**src/rtl/regfile_access_master.sv**
```systemverilog
// regfile_access_master
// ---------------------
// Initiator-side controller for the 32x32 register file. Accepts one request
// at a time from the multi-cycle control unit (READ, WRITE, CLEAR, NOP) and
// turns it into register file port activity. Read results are returned on a
// separate valid/ready response channel. Every output is registered.
//
// Optional feature: define REGFILE_WRITE_VERIFY_EN to add a read-back check
// after each WRITE (extra VERIFY state and a sticky wr_err output).
//
// Ports:
//   clk, rst_n                     clock (posedge), async active-low reset
//   req_valid/req_ready            request handshake
//   req_op                         00 READ, 01 WRITE, 10 CLEAR, 11 NOP
//   req_rs1/req_rs2/req_rd         read / write addresses
//   req_wdata                      write data
//   rsp_valid/rsp_ready            read response handshake
//   rsp_data1/rsp_data2            data read from rs1 / rs2
//   done                           one-cycle pulse on WRITE/CLEAR/NOP completion
//   wr_err                         sticky write-verify error (feature only)
//   rf_read_reg1/2, rf_write_reg,
//   rf_write_data, rf_write_enable register file controls
//   rf_read_data1/2                combinational read data from register file
module regfile_access_master #(
    parameter int ADDR_W   = 5,
    parameter int DATA_W   = 32,
    parameter int NUM_REGS = 32
) (
    input  logic              clk,
    input  logic              rst_n,
    input  logic              req_valid,
    output logic              req_ready,
    input  logic [1:0]        req_op,
    input  logic [ADDR_W-1:0] req_rs1,
    input  logic [ADDR_W-1:0] req_rs2,
    input  logic [ADDR_W-1:0] req_rd,
    input  logic [DATA_W-1:0] req_wdata,
    output logic              rsp_valid,
    input  logic              rsp_ready,
    output logic [DATA_W-1:0] rsp_data1,
    output logic [DATA_W-1:0] rsp_data2,
    output logic              done,
`ifdef REGFILE_WRITE_VERIFY_EN
    output logic              wr_err,
`endif
    output logic [ADDR_W-1:0] rf_read_reg1,
    output logic [ADDR_W-1:0] rf_read_reg2,
    output logic [ADDR_W-1:0] rf_write_reg,
    output logic [DATA_W-1:0] rf_write_data,
    output logic              rf_write_enable,
    input  logic [DATA_W-1:0] rf_read_data1,
    input  logic [DATA_W-1:0] rf_read_data2
);

    localparam logic [1:0]        OP_READ  = 2'b00;
    localparam logic [1:0]        OP_WRITE = 2'b01;
    localparam logic [1:0]        OP_CLEAR = 2'b10;
    localparam logic [ADDR_W-1:0] ADDR_ONE = ADDR_W'(1);
    localparam logic [ADDR_W-1:0] LAST_REG = ADDR_W'(NUM_REGS - 1);

    typedef enum logic [2:0] {
        ST_IDLE   = 3'd0,
        ST_READ   = 3'd1,
        ST_RSP    = 3'd2,
        ST_WRITE  = 3'd3,
        ST_CLEAR  = 3'd4
`ifdef REGFILE_WRITE_VERIFY_EN
        ,
        ST_VERIFY = 3'd5
`endif
    } state_t;

    state_t              state_r;
    state_t              state_s;
    logic                req_ready_s;
    logic                rsp_valid_s;
    logic [DATA_W-1:0]   rsp_data1_s;
    logic [DATA_W-1:0]   rsp_data2_s;
    logic                done_s;
    logic [ADDR_W-1:0]   rf_read_reg1_s;
    logic [ADDR_W-1:0]   rf_read_reg2_s;
    logic [ADDR_W-1:0]   rf_write_reg_s;
    logic [DATA_W-1:0]   rf_write_data_s;
    logic                rf_write_enable_s;
`ifdef REGFILE_WRITE_VERIFY_EN
    logic                wr_err_s;
`endif

    // Next-state and next-output logic. Outputs are computed for the state
    // being entered so that the registered outputs line up with that state.
    always_comb begin
        state_s           = state_r;
        rsp_valid_s       = rsp_valid;
        rsp_data1_s       = rsp_data1;
        rsp_data2_s       = rsp_data2;
        done_s            = 1'b0;
        rf_read_reg1_s    = rf_read_reg1;
        rf_read_reg2_s    = rf_read_reg2;
        rf_write_reg_s    = rf_write_reg;
        rf_write_data_s   = rf_write_data;
        rf_write_enable_s = 1'b0;
`ifdef REGFILE_WRITE_VERIFY_EN
        wr_err_s          = wr_err;
`endif
        case (state_r)
            ST_IDLE: begin
                if (req_valid && req_ready) begin
                    case (req_op)
                        OP_READ: begin
                            state_s        = ST_READ;
                            rf_read_reg1_s = req_rs1;
                            rf_read_reg2_s = req_rs2;
                        end
                        OP_WRITE: begin
                            state_s           = ST_WRITE;
                            rf_write_enable_s = 1'b1;
                            rf_write_reg_s    = req_rd;
                            rf_write_data_s   = req_wdata;
`ifdef REGFILE_WRITE_VERIFY_EN
                            done_s            = 1'b0;
`else
                            done_s            = 1'b1;
`endif
                        end
                        OP_CLEAR: begin
                            state_s           = ST_CLEAR;
                            rf_write_enable_s = 1'b1;
                            rf_write_reg_s    = {ADDR_W{1'b0}};
                            rf_write_data_s   = {DATA_W{1'b0}};
                            done_s            = (LAST_REG == {ADDR_W{1'b0}});
                        end
                        default: begin
                            // Reserved op: complete immediately, no RF activity.
                            state_s = ST_IDLE;
                            done_s  = 1'b1;
                        end
                    endcase
                end else begin
                    state_s = ST_IDLE;
                end
            end
            ST_READ: begin
                // rf_read_reg1/2 have been stable all cycle; capture the data.
                state_s     = ST_RSP;
                rsp_valid_s = 1'b1;
                rsp_data1_s = rf_read_data1;
                rsp_data2_s = rf_read_data2;
            end
            ST_RSP: begin
                if (rsp_ready) begin
                    state_s     = ST_IDLE;
                    rsp_valid_s = 1'b0;
                end else begin
                    state_s     = ST_RSP;
                end
            end
            ST_WRITE: begin
`ifdef REGFILE_WRITE_VERIFY_EN
                // Point read port 1 at the just-written register for read-back.
                state_s        = ST_VERIFY;
                rf_read_reg1_s = rf_write_reg;
                done_s         = 1'b1;
`else
                state_s        = ST_IDLE;
`endif
            end
`ifdef REGFILE_WRITE_VERIFY_EN
            ST_VERIFY: begin
                state_s = ST_IDLE;
                if (rf_read_data1 != rf_write_data) begin
                    wr_err_s = 1'b1;
                end else begin
                    wr_err_s = wr_err;
                end
            end
`endif
            ST_CLEAR: begin
                if (rf_write_reg == LAST_REG) begin
                    state_s = ST_IDLE;
                end else begin
                    state_s           = ST_CLEAR;
                    rf_write_enable_s = 1'b1;
                    rf_write_reg_s    = rf_write_reg + ADDR_ONE;
                    done_s            = ((rf_write_reg + ADDR_ONE) == LAST_REG);
                end
            end
            default: begin
                state_s = ST_IDLE;
            end
        endcase
        req_ready_s = (state_s == ST_IDLE);
    end

    // State and output registers; reset clears everything asynchronously.
    always_ff @(posedge clk or negedge rst_n) begin
        if (!rst_n) begin
            state_r         <= ST_IDLE;
            req_ready       <= 1'b0;
            rsp_valid       <= 1'b0;
            rsp_data1       <= {DATA_W{1'b0}};
            rsp_data2       <= {DATA_W{1'b0}};
            done            <= 1'b0;
            rf_read_reg1    <= {ADDR_W{1'b0}};
            rf_read_reg2    <= {ADDR_W{1'b0}};
            rf_write_reg    <= {ADDR_W{1'b0}};
            rf_write_data   <= {DATA_W{1'b0}};
            rf_write_enable <= 1'b0;
`ifdef REGFILE_WRITE_VERIFY_EN
            wr_err          <= 1'b0;
`endif
        end else begin
            state_r         <= state_s;
            req_ready       <= req_ready_s;
            rsp_valid       <= rsp_valid_s;
            rsp_data1       <= rsp_data1_s;
            rsp_data2       <= rsp_data2_s;
            done            <= done_s;
            rf_read_reg1    <= rf_read_reg1_s;
            rf_read_reg2    <= rf_read_reg2_s;
            rf_write_reg    <= rf_write_reg_s;
            rf_write_data   <= rf_write_data_s;
            rf_write_enable <= rf_write_enable_s;
`ifdef REGFILE_WRITE_VERIFY_EN
            wr_err          <= wr_err_s;
`endif
        end
    end

endmodule
```
**config.mk**
```make
export PLATFORM = sky130hd
export DESIGN_NAME = regfile_access_master
export DESIGN_NICKNAME = d
export VERILOG_FILES = /design/src/rtl/regfile_access_master.sv
export SDC_FILE = /design/constraint.sdc
export NUM_CORES = 1
export LEC_CHECK = 0
export BUFFER_PORTS_ARGS = -buffer_cell sky130_fd_sc_hd__buf_2
export CORE_ASPECT_RATIO = 0.7
export CORE_MARGIN = 5
export CORE_UTILIZATION = 48
export CTS_BUF_LIST = sky130_fd_sc_hd__clkbuf_2 sky130_fd_sc_hd__clkbuf_4 sky130_fd_sc_hd__clkbuf_8
export DETAILED_ROUTE_END_ITERATION = 10
export HOLD_SLACK_MARGIN = 0.03
export PLACE_DENSITY_LB_ADDON = 0.1
export SLEW_MARGIN = 25
export SYNTH_ARGS = -nofsm -noshare
export SYNTH_HDL_FRONTEND = slang
export SYNTH_SLANG_ARGS = --single-unit
export TNS_END_PERCENT = 100
```
**constraint.sdc**
```tcl
create_clock -name clk -period 2.4 [get_ports clk]
set_clock_uncertainty 0.1 [all_clocks]
set_input_delay 0.36 -clock clk [delete_from_list [all_inputs] [get_ports clk]]
set_output_delay 0.36 -clock clk [all_outputs]
set_load 0.01 [all_outputs]
```
Word-level counts from Yosys, hierarchy flattened. Cells that the tools add are included.

Bits in registers: 118. Bits of input ports: 117. Output and inout port bits: 115. Logic and storage cells: 56.

$add $sub $neg: 1. Equal/unequal tests: 11. Muxes and demuxes: 20. Reductions and logical operators: 13.

Operators with widths (number): $pmux 32 s2 (1); $pmux 5 s2 (2); $pmux 3 s4 (1); $eq 5x5->1 const B (2); $mux 5 (2); $pmux 3 s3 (1); $mux 1 (7); $logic_not 3->1 (2); $mux 3 (2); $ne 2x2->1 const B (3); $pmux 1 s2 (3); $reduce_and 3->1 (2); $reduce_bool 2->1 (3); $add 5x1->5 const B (1); $reduce_and 4->1 (1); $reduce_or 2->1 (2); $eq 3x1->1 const B (1); $eq 3x2->1 const B (1); $eq 3x3->1 const B (1); $ne 3x1->1 const B (1); $eq 2x1->1 const B (1); $eq 2x2->1 const B (1); $logic_not 2->1 (1); $mux 2 (1); 2 further kinds (2).

Logic depth before layout (Yosys ltp). Gate-level depths: netlist of run 1.

Depth in word-level cells: 5. Mapped depth: 7. Depth with buffers taken out: 6.

Worst setup path before layout of run 1. OpenSTA, ideal clock, no wires.

Path type: flip-flop to flip-flop. Start point: register state_r[2]. End point: register rf_write_data[10]. Library setup time: 0.125 ns. Arrival time: 1.646 ns. Data required time: 2.175 ns. Slack: 0.529 ns. Stages on the path, launching flop included: 6. Buffers on the path: 1. Period minus slack after synthesis: 1.871 ns. Cell sequence: dfrtp_1 > or4b_4 > nor2_8 > nand2_4 > buf_6 > mux2_4.

Word-level cells in the longest chain between the ends: 2.

Ends and longest elaborated chain: start: declaration (RTL line 73) `state_t state_r;`; start signal: assignment (RTL line 212) `state_r <= state_s;`; $logic_not 3->1 (RTL line 105) `case (state_r)`; $reduce_and 3->1 (no source line); end signal: assignment (RTL line 206) `rf_write_data <= {DATA_W{1'b0}};`; end signal: assignment (RTL line 221) `rf_write_data <= rf_write_data_s;`; end: declaration (RTL line 49) `output logic [DATA_W-1:0] rf_write_data,`.

No other way between the ends. A chain may end at the register's enable or synchronous reset.

Worst setup path after layout of run 1.
Start point: register state_r[0]. End point: register rf_write_data[7].

Same word-level chain as after synthesis.

==> impl_metrics.yaml, run 1 <==
status:
  status: "completed"
synth:
  yosysUniqueCellTypes: 36
  avgSynthCellArea_um2: 14.90
  syn_area_um2: 4991
  synth_edf_count: 0
  synth_area_leaders: "dfrtp_1 (59%), mux2_2 (17%), mux2_4 (8.7%)"
  synth_area_leader_cell: "dfrtp_1"
  synth_ff_type: "dfrtp_1"
  netlist_instances: 335
  synth_top_area_share_pct: 59.16
  synthesis.nets: 460
  ys_ff_latch: 118
  ys_seq_area_share_pct: 59.16
  async_flop_share_pct: 100.0
  yosys_warnings: 0
placement:
  io_buffer_count: 231
  dp_hpwl_mm: 9.029
  place_congestion: 0.8429
  place_inst: 689
power:
  p_per_area_nw_per_um2: 1301
  power_switching_mw: 2.896
  power_frac_clock_pct: 20.5
  p_leak_nw: 3.514
  pwr-share-seq_pct: 40.1
  combPwrFrac_pct: 39.4
  vdd_drop_max_mv: 0.6820
  switching_share_pct: 33.14
  p_int_mw: 5.842
global_route:
  antenna_found_initial: 0
  grt_first_pass_wirelength_mm: 19.12
  grt_usage_pct: 19.48
  grt_pass1_vias: 3709
  grt_overflow_total: 0
  grt_max_degree: 65
die:
  die_h_um: 95.32
  dieArea_um2: 12570
  core_area_um2: 10240
  initial_utilization_pct: 48.74
  io_pins: 232
  die_w_um: 131.9
  std_cell_rows: 31
drt:
  drt-pass1-iter-count: 4
  ant_nets: 0
  routed_wl_mm: 12.07
  drt-wirelength-per-cell_um: 16.74
  routed_via_density: 4.817
  num_vias: 3473
  drc: 0
  drt_iter0_drc: 152
critical_path:
  critPathMaxStageDelay_ns: 0.59
  cp_slowest_cell: "or4b_4"
  end_kind: "register"
  crit_chain: "or4b_4, nor2_8, nand2_4, mux2_4"
  critPathLaunchType: "register"
  worstSetupPathType: "reg -> reg"
  path_buf_inv: 0
  arrival_ns: 2.37
  required_ns: 2.59
  critical_path_peak_fanout: 33
  critical_path.top_delay_family: "simple AND/OR/NAND/NOR gates"
layout:
  nets: 702
  seq_area_um2: 2953
  nFillCells: 813
  stdcell_count: 721
  area_delta_synth_final_pct: 34.62
  antenna_cells: 0
  top_regs: "rf_write_data x32, rsp_data1 x32, rsp_data2 x32"
  layout-drive-gt1-share_pct: 64.86
  multiInputGateArea_um2: 1934
sta:
  tns_ns: 0
  rsz0062_at_grt: "no"
  setup_viol: 0
  slew_violations: 0
  period_needed_ns: 2.183
  fmax_ghz: 0.4581
  hold_viol_final: 0
  whs_ns: 0.07062
  tightest_slew_ns: 0.6169
  slew_headroom_pct: 58.84
  period_share_pct: 90.96
cts:
  cts_tree: "yes"
  clock-root-buffer: "clkbuf_8"
  cts.sinks: 118
  clkLatencyLatePin_ns: 0.41
  clk_pin_slew_ns: 0.07
  htreeDepth: 4
  cts_made_buffers: 17
  cts.repair.resized: 0
  clk_path_buf_depth: 2
worst_hold_path:
  holdCritPathClass: "in -> reg"
job:
  drv_cap: 0
path summary, 6_finish.rpt:
kind | startpoint | end | slack [ns] | cells after the start
max reg2reg | state_r[0] | rf_write_data[7] | 0.22 | 4
max | state_r[0] | rf_write_data[7] | 0.22 | 4
min in group asynchronous | rst_n | rf_write_data[4] | 0.36 | 2
min reg2reg | rsp_data1[15] | rsp_data1[15] | 0.40 | 1
max in group asynchronous | rst_n | rf_write_reg[3] | 1.21 | 3
min | rf_read_data2[28] | rsp_data2[28] | 0.07 | 2
cells in the mapped netlist, types with 2 or more instances:
master,number
a31oi_1,2
nand3b_1,2
nor3b_1,2
o21ai_0,2
ha_1,8
buf_6,3
a21oi_1,9
dfrtp_1,118
and3_1,2
mux2_2,77
clkbuf_1,6
nor2_1,12
nor2b_1,32
buf_2,6
inv_1,5
mux2_4,29
final cells by class:
| class | instances | share of cell area (%) |
|---|---|---|
| Sequential cell | 118 | 43.95 |
| Multi-Input combinational cell | 197 | 28.79 |
| Timing Repair Buffer | 238 | 18.62 |
| Clock buffer | 22 | 4.413 |
| Tap cell | 132 | 2.458 |
| Clock inverter | 9 | 1.490 |
| Inverter | 5 | 0.2793 |
metal layers:
layer  track usage (%)  share of wire [%]
met5                 0                  0
met4             6.849               0.78
met3             7.859                8.9
met2             29.92                 48
met1             25.28                 43
per-stage QoR:
step | setup WS (ns) | power (mW) | cell area, um2 | utilization (%)
global route | 0.1476 | 9.338 | 6719 | 65.62
CTS | 0.2049 | 8.865 | 6719 | 65.62
detailed placement | 0.2049 | 7.027 | 6312 | 61.64
finish | 0.2170 | 8.738 | 6719 | 65.62
floorplan | 0.5285 | 5.547 | 4991 | -
global placement | 0.2680 | 6.917 | 6312 | 61.64
power by group through the flow:
| stage | clock [mW] | combinational (mW) | sequential, mW |
|---|---|---|---|
| floorplan | 0 | 1.60 | 3.95 |
| CTS | 1.84 | 3.51 | 3.51 |
| finish | 1.80 | 3.44 | 3.50 |
| global placement | 0 | 3.43 | 3.49 |
| detailed placement | 0 | 3.51 | 3.52 |
| global route | 1.94 | 3.75 | 3.64 |
repair_timing:
| item | in CTS | in global routing |
|---|---|---|
| hold buffers | 1 | 0 |
| setup buffers | 0 | 0 |
| hold endpoints to repair | 39 | 0 |
cells by family (layout without fill, tap and decap cells):
group	Yosys count	in the layout	share of synthesized area, %
buf+inv	20	274	2.106
fa+ha+maj	8	8	2.006
simple gates	61	61	7.621
xor+xnor	2	2	0.3510
compound gates	19	19	2.457
flops	118	118	59.16
mux	107	107	26.30
layout by cell type (no fill, tap or decap), drive strengths merged, types with 3 or more instances in the layout:
| cell | instances |
|---|---|
| mux2 | 106 |
| clkbuf | 22 |
| nor2b | 32 |
| buf | 237 |
| nand2 | 3 |
| dfrtp | 118 |
| inv | 5 |
| nor2 | 13 |
| a21oi | 9 |
| clkinv | 5 |
| ha | 8 |
Note: power is estimated with default switching activity, not from simulation.
==> inputs of run 2 (changes only) <==
- BUFFER_PORTS_ARGS: -buffer_cell sky130_fd_sc_hd__buf_2 -> -buffer_cell sky130_fd_sc_hd__buf_4
- SLEW_MARGIN: 25 -> unset
==> impl_metrics.yaml, run 2 (same netlist as run 1, synthesis figures left out) <==
sta:
  period_share_pct: 88.13
  setup_viol: 0
  whs_ns: 0.06951
  tightest_slew_ns: 0.5809
  setup_slack_ns: 0.2848
  fmax_ghz: 0.4728
  slew_violations: 0
  rsz0062_at_grt: "no"
  period_needed_ns: 2.115
  hold_viol_final: 0
  slew_headroom_pct: 61.28
  tns_ns: 0
cts:
  cts.repair.resized: 0
  cts_made_buffers: 17
  clock-root-buffer: "clkbuf_8"
  cts_hold_buf: 1
  cts_tree: "yes"
  cts.sinks: 118
  clk_pin_slew_ns: 0.07
  clk_path_buf_depth: 2
  htreeDepth: 4
  clkLatencyLatePin_ns: 0.42
  post_cts_buffers: 0
global_route:
  grt_max_degree: 65
  grt_usage_pct: 20.81
  grt_overflow_total: 0
  antenna_found_initial: 0
  grt_first_pass_wirelength_mm: 20.50
  grt_pass1_vias: 3900
layout:
  multiInputGateArea_um2: 1934
  nets: 704
  layout_common_cells: "buf_4 (236), dfrtp_1 (118), mux2_2 (77), nor2b_1 (32), mux2_4 (29)"
  area_delta_synth_final_pct: 47.71
  fin_util_pct: 71.99
  antenna_cells: 0
  final_common_cell: "buf_4"
  layout-drive-gt1-share_pct: 65.03
  seq_area_um2: 2953
  nFillCells: 725
  top_regs: "rf_write_data x32, rsp_data1 x32, rsp_data2 x32"
die:
  core_area_um2: 10240
  dieArea_um2: 12570
  io_pins: 232
  die_h_um: 95.32
  initial_utilization_pct: 48.74
  die_w_um: 131.9
  std_cell_rows: 31
power:
  vdd_drop_max_mv: 0.8075
  pwr-share-seq_pct: 36.7
  power_frac_clock_pct: 21.5
  p_leak_nw: 3.738
  p_total_mw: 9.709
  switching_share_pct: 31.08
  power_switching_mw: 3.018
  p_int_mw: 6.691
  combPwrFrac_pct: 41.9
  p_per_area_nw_per_um2: 1317
critical_path:
  required_ns: 2.60
  end_kind: "register"
  rrSetupSlack_ns: 0.28
  worstSetupPathType: "reg -> reg"
  critical_path_peak_fanout: 25
  arrival_ns: 2.31
  critPathLaunchType: "register"
placement:
  place_congestion: 0.8419
  dp_slack_ns: 0.3200
  dp_hpwl_mm: 9.731
  io_buffer_count: 231
status:
  status: "completed"
drt:
  routed_via_density: 4.960
  drt_iter0_drc: 138
  ant_nets: 0
  drt-pass1-iter-count: 4
  routed_wl_mm: 12.97
  drt-wirelength-per-cell_um: 17.91
  num_vias: 3591
  drc: 0
worst_hold_path:
  holdCritPathClass: "in -> reg"
job:
  drv_cap: 0
-- run 2: per-layer routing --
metal	up-vias	part of all wire, %	routed length (um)	track usage (%)
li1	1655	-	-	-
met5	-	0	0	0
met3	21	9.5	1229	9.494
met4	0	1.6	207	7.877
met2	161	48	6171	32.35
met1	1754	41	5359	25.73
-- run 2: per-stage QoR --
stage               cell area (um2)  cells
global placement               6903    691
finish                         7372    724
CTS                            7372    724
global route                   7372    724
detailed placement             6903    691
floorplan                      4991    335
-- run 2: path summary, 6_finish.rpt --
| kind | startpoint | end | depth (start not counted) |
|---|---|---|---|
| min | rf_read_data1[10] | rsp_data1[10] | 2 |
| min reg2reg | rf_read_reg2[0] | rf_read_reg2[0] | 1 |
| min in group asynchronous | rst_n | rsp_data1[16] | 2 |
| max | state_r[2] | rf_write_data[9] | 5 |
| max in group asynchronous | rst_n | rf_write_reg[1] | 3 |
| max reg2reg | state_r[2] | rf_write_data[9] | 5 |
-- run 2: power groups by stage --
stage	registers [mW]	logic, mW	clock network, mW
after CTS	3.57	4.13	2.12
final	3.56	4.06	2.08
after global placement	3.53	4.01	0
after floorplan	3.95	1.60	0
after detailed placement	3.58	4.12	0
after global routing	3.68	4.38	2.22
-- run 2: area by class of cell --
type | instances | area share, %
Clock buffer | 22 | 3.853
Clock inverter | 10 | 2.376
Inverter | 5 | 0.2546
Multi-Input combinational cell | 197 | 26.24
Sequential cell | 118 | 40.05
Tap cell | 132 | 2.240
Timing Repair Buffer | 240 | 24.98
-- run 2: critical path, cell delays in order (launching register included) --
cell     delay, ns
dfrtp_1       0.43
or4b_4        0.62
nor2_8        0.16
nand2_4       0.15
buf_12        0.22
mux2_4        0.31
==> inputs of run 3 (changes only) <==
- CORE_ASPECT_RATIO: 0.7 -> 0.75
==> impl_metrics.yaml, run 3 (same netlist as run 1, synthesis figures left out) <==
cts:
  cts_made_buffers: 17
  cts_tree: "yes"
  clock-root-buffer: "clkbuf_8"
  cts.sinks: 118
  clkLatencyLatePin_ns: 0.42
  clk_pin_slew_ns: 0.07
  post_cts_buffers: 0
  htreeDepth: 4
  cts_hold_buf: 3
  cts.repair.resized: 0
  clk_path_buf_depth: 2
drt:
  routed_wl_mm: 12.41
  drt-pass1-iter-count: 4
  drt_iter0_drc: 113
  num_vias: 3513
  routed_via_density: 4.826
  ant_nets: 0
  drt-wirelength-per-cell_um: 17.04
  drc: 0
power:
  vdd_drop_max_mv: 0.7081
  p_leak_nw: 3.707
  p_per_area_nw_per_um2: 1294
  p_total_mw: 9.522
layout:
  stdcell_count: 728
  nFillCells: 715
  layout-drive-gt1-share_pct: 64.70
  antenna_cells: 0
  layout_common_cells: "buf_4 (234), dfrtp_1 (118), mux2_2 (77), nor2b_1 (32), mux2_4 (29)"
  area_delta_synth_final_pct: 47.41
  nets: 704
  final_common_cell: "buf_4"
  top_regs: "rf_write_data x32, rsp_data1 x32, rsp_data2 x32"
critical_path:
  critical_path_peak_fanout: 33
  end_kind: "register"
  required_ns: 2.61
  critical_path.top_delay_family: "simple AND/OR/NAND/NOR gates"
  crit_chain: "or4b_4, nor2_8, nand2_4, mux2_4"
  critPathMaxStageDelay_ns: 0.60
  critPathLaunchType: "register"
  worstSetupPathType: "reg -> reg"
  path_buf_inv: 0
  arrival_ns: 2.39
  cp_slowest_cell: "or4b_4"
sta:
  hold_viol_final: 0
  rsz0062_at_grt: "no"
  slew_violations: 0
  tightest_slew_ns: 0.5968
  period_needed_ns: 2.178
  fmax_ghz: 0.4591
  slew_headroom_pct: 60.18
  tns_ns: 0
  setup_viol: 0
  period_share_pct: 90.76
global_route:
  grt_overflow_total: 0
  grt_pass1_vias: 3843
  antenna_found_initial: 0
  grt_max_degree: 65
  grt_first_pass_wirelength_mm: 19.53
  grt_usage_pct: 20.00
placement:
  dp_hpwl_mm: 9.365
  io_buffer_count: 231
  place_congestion: 0.7657
  place_inst: 693
die:
  die_w_um: 127.7
  initial_utilization_pct: 48.88
  std_cell_rows: 32
  io_pins: 232
  dieArea_um2: 12560
  die_h_um: 98.31
  core_area_um2: 10210
job:
  drv_cap: 0
worst_hold_path:
  holdCritPathClass: "in -> reg"
status:
  status: "completed"
==> run 3: cell count changes in the layout (fill, tap and decap cells not counted) <==
cell / before / now
clkinv_2: 5 / 4
clkbuf_8: 19 / 18
dlygate4sd3_1: 1 / 3
inv_6: 0 / 1
buf_4: 236 / 234
clkbuf_4: 3 / 1
clkinvlp_4: 0 / 4
bufinv_16: 5 / 4
==> run 3: through the flow <==
| stage | instance area [um2] | util (%) | setup slack [ns] | hold WS (ns) |
|---|---|---|---|---|
| after CTS | 7357 | 72.06 | 0.2120 | 0.03050 |
| after floorplan | 4991 | - | 0.5285 | -0.03559 |
| after global placement | 6893 | 67.51 | 0.2655 | 0.2029 |
| final | 7357 | 72.06 | 0.2217 | 0.06269 |
| after global routing | 7357 | 72.06 | 0.1377 | 0.03268 |
| after detailed placement | 6893 | 67.51 | 0.2250 | 0.2091 |
==> run 3: report_power, final <==
group | total, mW | internal, mW | switching, mW
Sequential | 3.55 | 2.96 | 0.583
Clock | 1.96 | 1.16 | 0.792
Combinational | 4.02 | 2.40 | 1.62
Total | 9.52 | 6.53 | 2.99
==> run 3: final cells by class <==
class / count / area [um2] / share of cell area (%)
multi-input cells: 197 / 1934 / 26.29
clock inverters: 13 / 178.9 / 2.432
well taps: 136 / 170.2 / 2.313
inverters: 5 / 18.77 / 0.2551
clock buffers: 19 / 255.2 / 3.469
flip-flops and latches: 118 / 2953 / 40.14
repair buffers: 240 / 1847 / 25.10
==> run 3: path summary, 6_finish.rpt <==
path	cells past startpoint	startpoint	to	slack, ns
max	4	state_r[0]	rf_write_data[28]	0.22
min	2	rf_read_data1[10]	rsp_data1[10]	0.06
max reg2reg	4	state_r[0]	rf_write_data[28]	0.22
min reg2reg	1	rsp_data2[20]	rsp_data2[20]	0.41
max in group asynchronous	3	rst_n	rf_read_reg2[0]	1.32
min in group asynchronous	2	rst_n	rf_write_reg[2]	0.29
==> run 3: per-layer routing <==
layer  vias to the layer above  share of wire (%)  track usage (%)  wire length (um)
met2                       148                 49            32.82              6074
met3                        29                7.7            6.506               951
li1                       1648                  -                -                 -
met4                         0                2.8            9.299               349
met5                         -                  0                0                 0
met1                      1688                 41            23.91              5030
